### config.mk
export PLATFORM = sky130hd
export DESIGN_NAME = fifo_drain_ctrl
export DESIGN_NICKNAME = d
export VERILOG_FILES = /design/src/rtl/fifo_drain_ctrl.sv
export SDC_FILE = /design/constraint.sdc
export NUM_CORES = 1
export LEC_CHECK = 0
export CAP_MARGIN = 20
export CORE_UTILIZATION = 52
export DETAILED_ROUTE_END_ITERATION = 10
export PLACE_DENSITY = 0.82
export SETUP_SLACK_MARGIN = 0.05
export SLEW_MARGIN = 25
export SYNTH_ARGS = -nofsm -noshare
export SYNTH_HDL_FRONTEND = slang
export SYNTH_SLANG_ARGS = --single-unit
### constraint.sdc
create_clock -name clk -period 3.5 [get_ports clk]
set_input_delay 0.7 -clock clk [delete_from_list [all_inputs] [get_ports clk]]
set_output_delay 0.7 -clock clk [all_outputs]
set_load 0.02 [all_outputs]
### src/rtl/fifo_drain_ctrl.sv
// Read-side drain stage for synchronous_fifo: issues r_en, absorbs the one-cycle read
// latency and re-times words into a 2-entry valid/ready output buffer.
// Optional macro FIFO_DRAIN_STATS_EN adds beat_cnt/stall_cnt counters.
module fifo_drain_ctrl #(
  parameter int WIDTH = 8
) (
  input  logic             clk,
  input  logic             rst_n,
  input  logic             fifo_empty,
  input  logic [WIDTH-1:0] fifo_data_out,
  output logic             fifo_r_en,
  output logic             m_valid,
  input  logic             m_ready,
  output logic [WIDTH-1:0] m_data,
  input  logic             flush,
  output logic             busy
`ifdef FIFO_DRAIN_STATS_EN
  ,
  output logic [15:0]      beat_cnt,
  output logic [15:0]      stall_cnt
`endif
);

  logic [WIDTH-1:0] buf_q [2];
  logic [1:0]       count;
  logic             rd_ptr;
  logic             wr_ptr;
  logic             inflight;

  logic             pop;
  logic             push;
  logic [2:0]       occupancy;

  assign m_valid = (count != 2'd0) && !flush;
  assign m_data  = buf_q[rd_ptr];
  assign pop     = m_valid && m_ready;
  assign push    = inflight && !flush;
  assign busy    = (count != 2'd0) || inflight;

  // Slots already committed after this cycle's pop; a new read may only claim a free one.
  assign occupancy = {1'b0, count} + {2'b00, inflight} - {2'b00, pop};

  // Gated by rst_n so no read is issued while the state is being held in reset.
  assign fifo_r_en = rst_n && !flush && !fifo_empty && (occupancy < 3'd2);

  // NOTE: sequential state uses non-blocking assignments so every register samples
  // the pre-edge values of its neighbours, regardless of statement order.
  always_ff @(posedge clk or negedge rst_n) begin
    if (!rst_n) begin
      count    <= 2'd0;
      rd_ptr   <= 1'b0;
      wr_ptr   <= 1'b0;
      inflight <= 1'b0;
      // NOTE: the buffer is only two registers and drives m_data directly, so it is
      // reset to give a defined m_data of zero out of reset.
      buf_q[0] <= '0;
      buf_q[1] <= '0;
    end else if (flush) begin
      count    <= 2'd0;
      rd_ptr   <= 1'b0;
      wr_ptr   <= 1'b0;
      inflight <= 1'b0;
    end else begin
      inflight <= fifo_r_en;
      if (push) begin
        buf_q[wr_ptr] <= fifo_data_out;
        wr_ptr        <= ~wr_ptr;
      end
      if (pop) begin
        rd_ptr <= ~rd_ptr;
      end
      count <= count + {1'b0, push} - {1'b0, pop};
    end
  end

`ifdef FIFO_DRAIN_STATS_EN
  // Free-running 16-bit counters; natural overflow gives the 0xFFFF -> 0 wrap.
  always_ff @(posedge clk or negedge rst_n) begin
    if (!rst_n) begin
      beat_cnt  <= 16'd0;
      stall_cnt <= 16'd0;
    end else if (flush) begin
      beat_cnt  <= 16'd0;
      stall_cnt <= 16'd0;
    end else begin
      if (pop) begin
        beat_cnt <= beat_cnt + 16'd1;
      end
      if (m_valid && !m_ready) begin
        stall_cnt <= stall_cnt + 16'd1;
      end
    end
  end
`endif

endmodule

==> qor.yml <==
grt:
  antenna_found_initial: 0
  grt_pass1_wl_mm: 2.82
  grt_pass1_vias: 622
  grt_start_max_net_pins: 22
  grt_use_total_pct: 19.0
  gr-total-overflow: 0
pwr:
  comb_power_share_pct: 38.7
  peakVddDrop_v: 0.000411
  p_seq_share_pct: 45.3
  power.switching_w: 0.000216
  p_per_area_nw_per_um2: 531
  internal-power_w: 0.000510
  clockPowerShare_pct: 16.0
  sw_frac_of_total_pct: 29.7
  p_leak_nw: 0.662
timing:
  rsz0062_at_grt: "false"
  holdWs_ns: 0.514
  finalHoldViolCount: 0
  setup_viol: 0
  skew_ns: 0.00335
  fmax_mhz: 303
  maxSlewHeadroom_pct: 73.0
  period_minus_slack_ns: 3.30
  drv_slew: 0
  fin_crit_sh_pct: 94.4
  max_slew.worst_pin.slew_ns: 0.404
logic_synthesis:
  synth_top_area_share_pct: 49.4
  syn_area_um2: 1060
  synth_area_leader_cell: "dfrtp_1"
  syn_area_per_cell_um2: 14.2
  synth_cells: 75
  seq_area_frac_synth_pct: 49.4
  ys_types: 20
  postSynthNetCount: 91
  yosys-top-cells-area: "dfrtp_1, mux2_2, mux2_4, nor2_1, xnor2_1"
  synth.ff_latch_count: 21
  ys_warn_count: 0
final_layout:
  drive_above_1_share_pct: 33.0
  num_antenna_cells: 0
  post-route-cell-area_um2: 1370
  fin_cells: 130
  layout.nets: 120
  areaGrowthSynthToFinish_pct: 28.4
cts:
  cts_max_level: 1
  cts_hold_buf: 0
  clkSlewWorstSetupHoldPaths_ns: 0.11
  cts_setup_buffers: 0
  numCtsBuffers: 3
  clock_latency_ns: 0.31
  clkSinkCount: 21
  root_buffer: "clkbuf_4"
  cts_tree: "done"
  cts_max_path_buffers: 2
hold_path:
  hold_depth: 1
  holdCritPathClass: "reg -> reg"
  worstHoldStart: "buf_q[7]$_DFFE_PN0P_"
placement:
  place_area_um2: 1340
  dp.cells: 126
  io_buffers: 23
  dp_hpwl_mm: 1.32
  place_congestion: 0.709
floorplan:
  core_area_um2: 1940
  initial_core_util_pct: 54.8
  io_pins: 24
  core.rowCount: 16
  die_x_um: 47.3
  chipHeight_um: 47.3
  dieArea_um2: 2230
critical_path:
  critPathKind: "in -> out"
  cp_max_fo: 3
  critPathLaunchType: "input pin"
  crit_path_end_kind: "output port"
  rr_startpoint: "count[1]$_DFF_PN0_"
  r2r_cells: 8
  crit_start: "flush"
  crit_arrival_ns: 2.60
  crit_required_ns: 2.80
route:
  drtIter0Drc: 2
  ant_nets: 0
  remaining_drc_errors: 0
  routed_wl_mm: 1.81
  drt_pre_antenna_iters: 4
  vias: 634
  wire_per_inst_um: 13.9
  via_per_inst: 4.88
flow_run:
  max-cap-violations: 0
outcome:
  status: "complete, no violations"
-- flip-flops by register name (all words and copies together) (netlist names) --
register / count
count: 2
rd_ptr: 1
wr_ptr: 1
inflight: 1
buf_q: 16
-- repair_timing --
action / 4_1_cts / 5_1_grt
hold endpoints to repair: 0 / 0
setup endpoints to repair: 1 / 0
resized for setup: 1 / 0
-- power by group through the flow --
stage | Clock, W | Combinational [W] | Sequential [W]
final | 0.000116 | 0.000281 | 0.000329
after global routing | 0.000131 | 0.000303 | 0.000335
after CTS | 0.000123 | 0.000285 | 0.000329
after detailed placement | 0 | 0.000283 | 0.000334
after global placement | 0 | 0.000278 | 0.000330
after floorplan | 0 | 0.000179 | 0.000321
-- area by class of cell --
class / count / area [um^2]
Fill cell: 154 / 574
Sequential cell: 21 / 526
Multi-Input combinational cell: 51 / 526
Timing Repair Buffer: 26 / 251
Tap cell: 27 / 33.8
Clock buffer: 3 / 22.5
Clock inverter: 1 / 5.00
Inverter: 1 / 3.75
-- critical path: stages --
cell and delay (ns):
clkdlybuf4s50_1 0.46, nand2b_1 0.16, xnor2_1 0.13, nand2_1 0.09, fa_1 0.48, nand4bb_1 0.13, nor2_1 0.12, dlygate4sd2_1 0.33
-- per-stage QoR --
stage	power [W]	util (%)	setup slack (ns)	TNS [ns]
floorplan	0.000500	-	0.832	0
global placement	0.000608	69.1	-0.0336	-0.0336
detailed placement	0.000616	69.1	-0.0841	-0.0841
CTS	0.000737	70.4	0.181	0
global route	0.000770	70.4	0.0516	0
finish	0.000726	70.4	0.196	0
-- Yosys cell counts (all sizes together) --
cell type	number
buf	2
dfrtp	21
fa	1
ha	2
inv	1
mux2	24
nand2	1
nand2b	2
nand3b	1
nand4bb	1
nor2	9
nor2b	1
nor3	1
o21ai	1
or3	1
xnor2	3
xor2	3
-- path summary, 6_finish.rpt --
check | end | slack (ns)
hold reg to reg | buf_q[7]$_DFFE_PN0P_ | 0.51
min in group asynchronous | buf_q[5]$_DFFE_PN0P_ | 0.82
setup reg to reg | count[1]$_DFF_PN0_ | 1.81
max in group asynchronous | count[0]$_DFF_PN0_ | 2.47
setup / recovery | fifo_r_en | 0.20
hold / removal | buf_q[7]$_DFFE_PN0P_ | 0.51
-- metal layers --
layer  up-vias  wire [um]  global-route usage (%)
met2        18        814                    30.7
li1        317          -                       -
met1       297        878                    25.2
met3         2         86                    2.69
met5         -          0                       0
met4         0         30                    8.57
-- logic make-up (layout without fill, tap and decap cells) --
logic type                 Yosys count  count (layout)  share of synthesized area [%]
muxes                               24              24                           28.2
and+or+nand+nor                     17              17                           11.5
buffers and inverters                3              31                           1.29
DFF                                 21              21                           49.4
adders and majority gates            3               3                           4.23
AOI/OAI and AO/OA                    1               1                          0.470
xor gates and xnor gates             6               6                           4.94
-- layout by cell type, fill, tap and decap left out --
master and count:
buf_4 3, clkbuf_4 3, clkdlybuf4s50_1 22, clkinv_2 1, dfrtp_1 21, dlygate4sd2_1 1
fa_1 1, ha_1 2, inv_1 1, mux2_2 16, mux2_4 8, nand2_1 1
nand2b_1 1, nand2b_4 1, nand3b_4 1, nand4bb_1 1, nor2_1 8, nor2_8 1
nor2b_1 1, nor3_1 1, o21ai_0 1, or3_1 1, xnor2_1 3, xor2_1 3
No activity file was read; power rests on OpenSTA's default activity.
